==> config.mk <==
export PLATFORM = sky130hd
export DESIGN_NAME = fft_out_reorder_flat
export DESIGN_NICKNAME = d
export VERILOG_FILES = /design/src/rtl/fft_out_reorder_pkg.sv /design/src/rtl/fft_out_reorder_if.sv /design/src/rtl/fft_out_reorder_bank.sv /design/src/rtl/fft_out_reorder.sv /design/src/flat_wrapper.sv
export SDC_FILE = /design/constraint.sdc
export NUM_CORES = 2
export LEC_CHECK = 0
export ABC_AREA = 0
export CAP_MARGIN = 10
export CORE_AREA = 2 2 554 969
export DETAILED_ROUTE_END_ITERATION = 6
export DIE_AREA = 0 0 556 971
export GPL_TIMING_DRIVEN = 0
export PLACE_DENSITY = 0.61
export RECOVER_POWER = 50
export SETUP_SLACK_MARGIN = 0.05
export SLEW_MARGIN = 20
export SYNTH_ARGS = -nofsm -noshare
export SYNTH_HDL_FRONTEND = slang
export SYNTH_HIERARCHICAL = 1
export SYNTH_SLANG_ARGS = --single-unit
==> constraint.sdc <==
create_clock -name clk -period 8.65 [get_ports clk]
set_input_delay 1.73 -clock clk [delete_from_list [all_inputs] [get_ports clk]]
set_output_delay 1.73 -clock clk [all_outputs]
set_load 0.02 [all_outputs]
==> src/rtl/fft_out_reorder_pkg.sv <==
// Shared constants, read-FSM state type and bit-reverse helper for the FFT output reorder buffer.
// Companion to fft_out_reorder; optional drop accounting is enabled with FFT_REORDER_ERR_EN.
package fft_pkg;

    localparam int BW_DEF    = 16;
    localparam int LOG2N_DEF = 6;
    localparam int N         = 2 ** LOG2N_DEF;
    localparam int NPAIR     = N / 2;
    localparam int CW_DEF    = 2 * BW_DEF;
    localparam int MAX_LOG2N = 16;

    typedef enum logic [1:0] {
        IDLE   = 2'd0,
        LOAD   = 2'd1,
        STREAM = 2'd2
    } rd_state_t;

    // Reverses the low nbits bits of v; bits above nbits come back as zero.
    function automatic logic [MAX_LOG2N-1:0] bitrev(input logic [MAX_LOG2N-1:0] v,
                                                     input int nbits);
        logic [MAX_LOG2N-1:0] r;
        r = '0;
        for (int i = 0; i < MAX_LOG2N; i++) begin
            if (i < nbits) begin
                r[i] = v[nbits-1-i];
            end
        end
        return r;
    endfunction

endpackage

==> src/rtl/fft_out_reorder_if.sv <==
// Stream interface between the FFT core, the reorder buffer and the downstream sink.
// Drop-accounting signals exist only when FFT_REORDER_ERR_EN is defined.
interface fft_out_reorder_if #(
    parameter int BW    = 16,
    parameter int LOG2N = 6
);
    logic             in_valid;
    logic             in_ready;
    logic [BW-1:0]    inReal0;
    logic [BW-1:0]    inImag0;
    logic [BW-1:0]    inReal1;
    logic [BW-1:0]    inImag1;

    logic             out_valid;
    logic             out_ready;
    logic [BW-1:0]    outReal;
    logic [BW-1:0]    outImag;
    logic [LOG2N-1:0] out_index;
    logic             out_last;
`ifdef FFT_REORDER_ERR_EN
    logic             drop_err;
    logic [7:0]       drop_cnt;
`endif

    modport slave (
        input  in_valid, inReal0, inImag0, inReal1, inImag1, out_ready,
        output in_ready, out_valid, outReal, outImag, out_index, out_last
`ifdef FFT_REORDER_ERR_EN
        , output drop_err, drop_cnt
`endif
    );

    modport master (
        output in_valid, inReal0, inImag0, inReal1, inImag1, out_ready,
        input  in_ready, out_valid, outReal, outImag, out_index, out_last
`ifdef FFT_REORDER_ERR_EN
        , input drop_err, drop_cnt
`endif
    );

endinterface

==> src/rtl/fft_out_reorder_bank.sv <==
// One reorder bank: two write ports (one per pair sample) and a registered read port
// whose output register doubles as the sample output register.
module reorder_bank #(
    parameter int DW = 32,
    parameter int AW = 6
) (
    input  logic          clk,
    input  logic          nrst,
    input  logic          we,
    input  logic [AW-1:0] waddr0,
    input  logic [DW-1:0] wdata0,
    input  logic [AW-1:0] waddr1,
    input  logic [DW-1:0] wdata1,
    input  logic          re,
    input  logic [AW-1:0] raddr,
    output logic [DW-1:0] rdata
);

    logic [DW-1:0] mem [2**AW];

    // Both samples of a pair always land on distinct addresses, so no write collision.
    always_ff @(posedge clk) begin
        if (we) begin
            mem[waddr0] <= wdata0;
            mem[waddr1] <= wdata1;
        end
    end

    always_ff @(posedge clk or negedge nrst) begin
        if (!nrst) begin
            rdata <= '0;
        end else if (re) begin
            rdata <= mem[raddr];
        end
    end

endmodule

==> src/rtl/fft_out_reorder.sv <==
// Ping-pong reorder buffer: captures bit-reversed FFT pairs and replays frames in natural order.
// Define FFT_REORDER_ERR_EN to add sticky drop_err and saturating drop_cnt outputs.
module fft_out_reorder
    import fft_pkg::*;
#(
    parameter int BW    = BW_DEF,
    parameter int LOG2N = LOG2N_DEF
) (
    input  logic           clk,
    input  logic           nrst,
    fft_out_reorder_if.slave bus
);

    localparam int NN = 2 ** LOG2N;
    localparam int CW = 2 * BW;
    localparam int PW = LOG2N - 1;

    logic [PW-1:0]    pair_cnt_reg;
    logic             wr_bank_reg;
    logic [1:0]       full_reg;
    logic [1:0]       full_next;

    rd_state_t        state_reg;
    logic             rd_bank_reg;
    logic             out_sel_reg;
    logic             out_valid_reg;
    logic             out_last_reg;
    logic [LOG2N-1:0] out_index_reg;

    logic             wr_fire;
    logic             pair_last;
    logic             rd_fire;
    logic             index_last;
    logic             frame_done;
    logic             rd_en;
    logic [LOG2N-1:0] wr_addr0;
    logic [LOG2N-1:0] wr_addr1;
    logic [LOG2N-1:0] rd_addr;
    logic [CW-1:0]    wr_data0;
    logic [CW-1:0]    wr_data1;
    logic [CW-1:0]    rd_data [2];

    // ---------------- write side ----------------
    assign bus.in_ready = !full_reg[wr_bank_reg];
    assign wr_fire      = bus.in_valid && !full_reg[wr_bank_reg];
    assign pair_last    = &pair_cnt_reg;
    assign wr_addr0     = LOG2N'(bitrev(MAX_LOG2N'({pair_cnt_reg, 1'b0}), LOG2N));
    assign wr_addr1     = LOG2N'(bitrev(MAX_LOG2N'({pair_cnt_reg, 1'b1}), LOG2N));
    assign wr_data0     = {bus.inReal0, bus.inImag0};
    assign wr_data1     = {bus.inReal1, bus.inImag1};

    // ---------------- read side ----------------
    assign rd_fire    = (state_reg == STREAM) && out_valid_reg && bus.out_ready;
    assign index_last = &out_index_reg;
    assign frame_done = rd_fire && index_last;
    assign rd_en      = (state_reg == LOAD) || (rd_fire && !index_last);
    assign rd_addr    = (state_reg == LOAD) ? '0 : out_index_reg + 1'b1;

    // Set and clear always target different banks, so both may happen on one edge.
    always_comb begin
        full_next = full_reg;
        if (wr_fire && pair_last) begin
            full_next[wr_bank_reg] = 1'b1;
        end
        if (frame_done) begin
            full_next[rd_bank_reg] = 1'b0;
        end
    end

    always_ff @(posedge clk or negedge nrst) begin
        if (!nrst) begin
            pair_cnt_reg <= '0;
            wr_bank_reg  <= 1'b0;
            full_reg     <= '0;
        end else begin
            full_reg <= full_next;
            if (wr_fire) begin
                if (pair_last) begin
                    pair_cnt_reg <= '0;
                    wr_bank_reg  <= ~wr_bank_reg;
                end else begin
                    pair_cnt_reg <= pair_cnt_reg + 1'b1;
                end
            end
        end
    end

    always_ff @(posedge clk or negedge nrst) begin
        if (!nrst) begin
            state_reg     <= IDLE;
            rd_bank_reg   <= 1'b0;
            out_sel_reg   <= 1'b0;
            out_valid_reg <= 1'b0;
            out_last_reg  <= 1'b0;
            out_index_reg <= '0;
        end else begin
            case (state_reg)
                IDLE: begin
                    if (full_reg[rd_bank_reg]) begin
                        state_reg <= LOAD;
                    end
                end
                LOAD: begin
                    out_sel_reg   <= rd_bank_reg;
                    out_valid_reg <= 1'b1;
                    out_index_reg <= '0;
                    out_last_reg  <= 1'b0;
                    state_reg     <= STREAM;
                end
                STREAM: begin
                    if (rd_fire) begin
                        if (!index_last) begin
                            out_index_reg <= out_index_reg + 1'b1;
                            out_last_reg  <= (out_index_reg == LOG2N'(NN - 2));
                        end else begin
                            rd_bank_reg   <= ~rd_bank_reg;
                            out_valid_reg <= 1'b0;
                            out_last_reg  <= 1'b0;
                            state_reg     <= full_reg[~rd_bank_reg] ? LOAD : IDLE;
                        end
                    end
                end
                default: state_reg <= IDLE;
            endcase
        end
    end

    // ---------------- bank storage ----------------
    genvar gi;
    generate
        for (gi = 0; gi < 2; gi++) begin : g_bank
            logic bank_we;
            logic bank_re;
            assign bank_we = wr_fire && (wr_bank_reg == 1'(gi));
            assign bank_re = rd_en && (rd_bank_reg == 1'(gi));

            reorder_bank #(
                .DW (CW),
                .AW (LOG2N)
            ) u_bank (
                .clk    (clk),
                .nrst   (nrst),
                .we     (bank_we),
                .waddr0 (wr_addr0),
                .wdata0 (wr_data0),
                .waddr1 (wr_addr1),
                .wdata1 (wr_data1),
                .re     (bank_re),
                .raddr  (rd_addr),
                .rdata  (rd_data[gi])
            );
        end
    endgenerate

    // Each bank's read register holds the last sample it presented; out_sel picks the live one.
    assign {bus.outReal, bus.outImag} = rd_data[out_sel_reg];
    assign bus.out_valid = out_valid_reg;
    assign bus.out_index = out_index_reg;
    assign bus.out_last  = out_last_reg;

`ifdef FFT_REORDER_ERR_EN
    logic       drop_err_reg;
    logic [7:0] drop_cnt_reg;

    always_ff @(posedge clk or negedge nrst) begin
        if (!nrst) begin
            drop_err_reg <= 1'b0;
            drop_cnt_reg <= '0;
        end else if (bus.in_valid && full_reg[wr_bank_reg]) begin
            drop_err_reg <= 1'b1;
            if (drop_cnt_reg != 8'hFF) begin
                drop_cnt_reg <= drop_cnt_reg + 1'b1;
            end
        end
    end

    assign bus.drop_err = drop_err_reg;
    assign bus.drop_cnt = drop_cnt_reg;
`endif

endmodule
==> src/flat_wrapper.sv <==
// flat-port wrapper written by rule: the top's interface ports become plain ports
module fft_out_reorder_flat import fft_pkg::*;
#(
    parameter int BW    = BW_DEF,
    parameter int LOG2N = LOG2N_DEF
)
  (clk, nrst, bus_in_valid, bus_inReal0, bus_inImag0, bus_inReal1, bus_inImag1, bus_out_ready, bus_in_ready, bus_out_valid, bus_outReal, bus_outImag, bus_out_index, bus_out_last);
  fft_out_reorder_if #(.BW(BW), .LOG2N(LOG2N)) bus_i ();
  input  logic clk;
  input  logic nrst;
  input wire logic [$bits(bus_i.in_valid)-1:0] bus_in_valid;
  input wire logic [$bits(bus_i.inReal0)-1:0] bus_inReal0;
  input wire logic [$bits(bus_i.inImag0)-1:0] bus_inImag0;
  input wire logic [$bits(bus_i.inReal1)-1:0] bus_inReal1;
  input wire logic [$bits(bus_i.inImag1)-1:0] bus_inImag1;
  input wire logic [$bits(bus_i.out_ready)-1:0] bus_out_ready;
  output wire logic [$bits(bus_i.in_ready)-1:0] bus_in_ready;
  output wire logic [$bits(bus_i.out_valid)-1:0] bus_out_valid;
  output wire logic [$bits(bus_i.outReal)-1:0] bus_outReal;
  output wire logic [$bits(bus_i.outImag)-1:0] bus_outImag;
  output wire logic [$bits(bus_i.out_index)-1:0] bus_out_index;
  output wire logic [$bits(bus_i.out_last)-1:0] bus_out_last;
  assign bus_i.in_valid = bus_in_valid;
  assign bus_i.inReal0 = bus_inReal0;
  assign bus_i.inImag0 = bus_inImag0;
  assign bus_i.inReal1 = bus_inReal1;
  assign bus_i.inImag1 = bus_inImag1;
  assign bus_i.out_ready = bus_out_ready;
  assign bus_in_ready = bus_i.in_ready;
  assign bus_out_valid = bus_i.out_valid;
  assign bus_outReal = bus_i.outReal;
  assign bus_outImag = bus_i.outImag;
  assign bus_out_index = bus_i.out_index;
  assign bus_out_last = bus_i.out_last;
  fft_out_reorder #(.BW(BW), .LOG2N(LOG2N)) u_core (.clk(clk), .nrst(nrst), .bus(bus_i));
endmodule
## Word-level counts from Yosys, hierarchy flattened

Memory sizes are Yosys's and may differ from the RTL's. A register that Yosys moved wholly into a read port is not among the register bits.
Index checks and enable logic that the tools add are counted.

| cells by class | value |
|---|---|
| add/subtract/negate cells | 2 |
| magnitude comparators | 6 |
| equal/unequal tests | 7 |
| mux-type cells | 35 |
| bitwise gates (word level) | 6 |
| reduce and logical (&&, ||, !) cells | 27 |

Operators with widths:

| kind | count |
|---|---|
| $mux 32 | 3 |
| $mux 6 | 3 |
| $mux 1 | 17 |
| $logic_and 1x1->1 | 12 |
| $pmux 6 s2 | 1 |
| $reduce_and 6->1 | 2 |
| $mux 2 | 5 |
| $reduce_and 3->1 | 3 |
| $reduce_and 8->1 | 1 |
| $add 6x1->6 const B | 1 |
| $eq 6x6->1 const B | 1 |
| $lt 1x2->1 const B | 3 |
| $ne 2x1->1 const B | 3 |
| $pmux 2 s3 | 1 |
| $add 5x1->5 const B | 1 |
| $mux 5 | 1 |
| $reduce_and 5->1 | 1 |
| $logic_not 1->1 | 4 |
| $pmux 1 s2 | 2 |
| $and 2x2->2 | 1 |
| $demux 1 s1 | 2 |
| $eq 2x1->1 const B | 1 |
| $eq 2x2->1 const B | 1 |
| $ge 1x1->1 const B | 2 |
| 10 further kinds | 11 |

| storage, ports and cells | value |
|---|---|
| register bits | 20 |
| bits in writable memories | 4096 |
| input port bits | 68 |
| output and inout port bits | 41 |
| word-level logic and storage cells | 94 |
| memories | 2 |

Memories:

| name | words | width | read ports | clocked after memory_dff | write ports | line | text |
|---|---|---|---|---|---|---|---|
| u_core.g_bank[0].u_bank.mem | 64 | 32 | 1 | 1 | 2 | fft_out_reorder_bank.sv:19 | `logic [DW-1:0] mem [2**AW];` |
| u_core.g_bank[1].u_bank.mem | 64 | 32 | 1 | 1 | 2 | fft_out_reorder_bank.sv:19 |  |

## Logic depth before layout (Yosys ltp)

| depth | value |
|---|---|
| word-level depth | 8 |
| depth in mapped cells | 14 |

## By module

The synthesis kept the hierarchy.

Modules (own cells, without submodules):

| module | instances | cells an instance | area an instance (sq um) | seq. area each (sq um) |
|---|---|---|---|---|
| reorder_bank | 2 | 6617 | 105407.3 | 62299.8 |
| fft_out_reorder | 1 | 150 | 1502.7 | 500.5 |

## Worst setup path after synthesis

Ideal clock, no wire load.

| timing | value |
|---|---|
| kind | in2reg |
| start point | in bus_in_valid |
| end point | mem u_core.g_bank[0].u_bank.mem[19][0], enable pin |
| setup time | 0.466 ns |
| data arrival time | 4.964 ns |
| setup slack | 3.220 ns |
| cell stages on the path | 4 |
| buffers on the path | 0 |
| cell sequence | nor3b_1 nor2b_1 nand3_1 o21ai_0 |

RTL lines:

| item | line | text |
|---|---|---|
| start, declared | flat_wrapper.sv:11 | `input wire logic [$bits(bus_i.in_valid)-1:0] bus_in_valid;` |
| end, declared | fft_out_reorder_bank.sv:19 |  |

==> results.yml <==
worst_setup_path:
  worst_r2r_endpoint: "u_core/g_bank[0].u_bank/mem[0][13]$_DFFE_PP_"
  timing.rr.start: "u_core/wr_bank_reg$_DFFE_PN0P_"
  crit_path_end_kind: "flop"
  arrival_ns: 7.39
  critPathLaunch: "bus_in_valid"
  start_kind: "input pin"
  cp_data_required_time_ns: 9.22
  path_class: "input pin to flop"
  regToRegSetupSlack_ns: 2.75
  worstSetupEndpoint: "u_core/g_bank[0].u_bank/mem[0][13]$_DFFE_PP_"
  crit_fanout: 14
  r2r_cells: 7
sta:
  min_period_ns: 6.82
  setup_tns_ns: 0
  fin_crit_sh_pct: 78.8
  setup_viol: 0
  tightestPinTransition_ns: 2.95
  rsz0062_at_grt: "false"
  clock-skew-final_ns: 0.0475
  slew_headroom_pct: -96.8
  fmax_ghz: 0.147
  hold_viol_final: 0
  slew_violations: 793
cts:
  holdBufCountCts: 0
  htree_levels: 5
  post-cts-setup-buffer-count: 0
  cts.sinks: 4180
  cts_tree: "built"
  cts_buffer_depth: 4
  path_clk_slew_ns: 0.06
  cts_buffers: 396
  clock_latency_ns: 1.01
  cts-root-buf: "clkbuf_16"
  cts_resized: 0
hold_path:
  min-delay-path-class: "flop to flop"
  min_from: "u_core/state_reg[0]$_DFFE_PN0P_"
floorplan:
  die_w_um: 556
  die_area_um2: 540000
  rows: 355
  core-area_um2: 533000
  die_h_um: 971
  initial_core_util_pct: 39.9
  ioPinCount: 109
cells_and_area:
  largest_register_ffs: 4096
  ff_latch_area_um2: 125000
  multi_input_area_um2: 80600
  nets: 14191
  syn_to_final_growth_pct: 13.0
  fill_cells: 47004
  fin_cells: 21463
  final_core_util_pct: 45.1
  drive_above_1_share_pct: 42.1
logic_synthesis:
  yosys-top-cells-count: "mux2_2, edfxtp_1, clkbuf_1"
  ys_seq_area_share_pct: 58.9
  synth_edf_count: 4096
  synth_ff_type: "edfxtp_1"
  yosys-top-cells-area: "edfxtp_1, mux2_2, mux4_2"
  ys_types: 65
  ys_seq_elements: 4180
  ys_warn_count: 6
  avgSynthCellArea_um2: 15.9
  synth_area_um2: 212000
  synth_top_area_share_pct: 57.9
  synth_top_area_cell: "edfxtp_1"
  yosysMostFrequentCell: "mux2_2"
  syn_inst: 13384
  synthArstFlopShare_pct: 2.01
detailed_routing:
  wire_per_inst_um: 40.8
  wl_um: 876000
  viasPerCell: 6.13
  first_pass_iters: 6
  drtIter0Drc: 12765
  ant_nets: 0
  dr_total_vias: 131515
  route.detailed.drc: 0
global_routing:
  grt.total_usage_pct: 31.8
  grt_overflow: 0
  grt_pass1_wl_um: 1150000
  antenna_found_initial: 89
  grt_max_degree: 53
  grt_pass1_vias: 134805
power:
  ir_drop_mv: 0.177
  swShare_pct: 31.9
  combPwrFrac_pct: 25.6
  p_leak_nw: 76.2
  internal-power_mw: 37.8
  seq_power_share_pct: 41.8
  clkPwrFrac_pct: 32.6
  power.density_nw_per_um2: 232
  power.switching_mw: 17.7
placement:
  gp_congestion: 0.996
  dp_cells: 20680
  hpwl_um: 702000
  io_buffers: 44
outcome:
  status: "finished, violations left"
  violations: "max-capacitance violations, max-slew violations"
run:
  cap_violations: 72
## critical path, cell delays in order
cell and delay, ns:
dlygate4sd3_1 0.62, nor3b_1 0.74, nor2b_1 0.53, nand2_1 0.21
o21ai_0 1.64, clkbuf_1 0.84, clkbuf_1 1.02
## layout by cell type (no fill, tap or decap), types with 125 or more instances in the layout
master / netlist / layout
mux2_2: 4112 / 4071
mux2i_1: 513 / 513
buf_16: 0 / 150
a21oi_1: 196 / 195
o22ai_1: 161 / 160
clkbuf_1: 1050 / 1271
mux4_2: 704 / 704
buf_2: 400 / 427
nor4_1: 126 / 125
nor2_1: 316 / 291
a211oi_1: 129 / 129
a22oi_1: 257 / 257
nand2_1: 252 / 253
clkbuf_16: 0 / 403
edfxtp_1: 4096 / 4096
buf_1: 298 / 195
nor2b_1: 212 / 212
## power by group through the flow
| stage | clock network (mW) | logic [mW] | registers (mW) |
|---|---|---|---|
| after detailed placement | 0 | 13.9 | 23.7 |
| after CTS | 18.3 | 14.0 | 23.2 |
| after global routing | 19.0 | 14.4 | 23.3 |
| after global placement | 0 | 13.2 | 23.8 |
| after floorplan | 0 | 7.71 | 23.6 |
| final | 18.1 | 14.2 | 23.2 |
## stage by stage
stage | cell area (µm²) | hold WS (ns) | total power, mW | setup WS, ns
final | 240000 | 0.493 | 55.6 | 1.83
after global routing | 240000 | 0.518 | 56.6 | 1.87
after CTS | 243000 | 0.498 | 55.5 | 2.41
after detailed placement | 230000 | 0.488 | 37.6 | 2.26
after global placement | 222000 | 0.495 | 37.0 | -1.76
after floorplan | 212000 | 0.450 | 31.3 | 3.22
## metal layers
| layer | track usage (%) | up-vias | wire, µm |
|---|---|---|---|
| met5 | 0 | - | 263 |
| met4 | 31.4 | 36 | 108000 |
| met3 | 3.96 | 2669 | 46600 |
| met2 | 59.2 | 6425 | 464000 |
| met1 | 29.3 | 68328 | 258000 |
| li1 | - | 54057 | - |
## worst min-delay path by stage
stage	slack [ns]	to	depth (start not counted)
global placement	0.50	u_core/state_reg[0]$_DFFE_PN0P_	1
floorplan	0.45	u_core/state_reg[0]$_DFFE_PN0P_	1
detailed placement	0.49	u_core/state_reg[0]$_DFFE_PN0P_	1
global route	0.52	u_core/state_reg[0]$_DFFE_PN0P_	1
finish	0.49	u_core/state_reg[0]$_DFFE_PN0P_	1
CTS	0.50	u_core/state_reg[0]$_DFFE_PN0P_	1
## cell families after synthesis
logic type,after synthesis,share of synthesized area (%)
muxes,5412,32.1
DFF,4180,58.9
buffers and inverters,1766,3.38
and+or+nand+nor,1029,2.42
AOI/OAI and AO/OA,985,3.09
xor gates and xnor gates,6,0.0248
adders and majority gates,4,0.0236
other,2,0.00354
## cell type report
type	instances	area share, %
multi-input combinational	7456	33.6
timing repair buffer	319	2.22
buffer	1762	3.03
clock inverter	229	0.967
sequential	4180	52.1
antenna	56	0.0584
tap	6961	3.63
inverter	4	0.00626
clock buffer	496	4.38
Note: power is estimated with default switching activity, not from simulation.
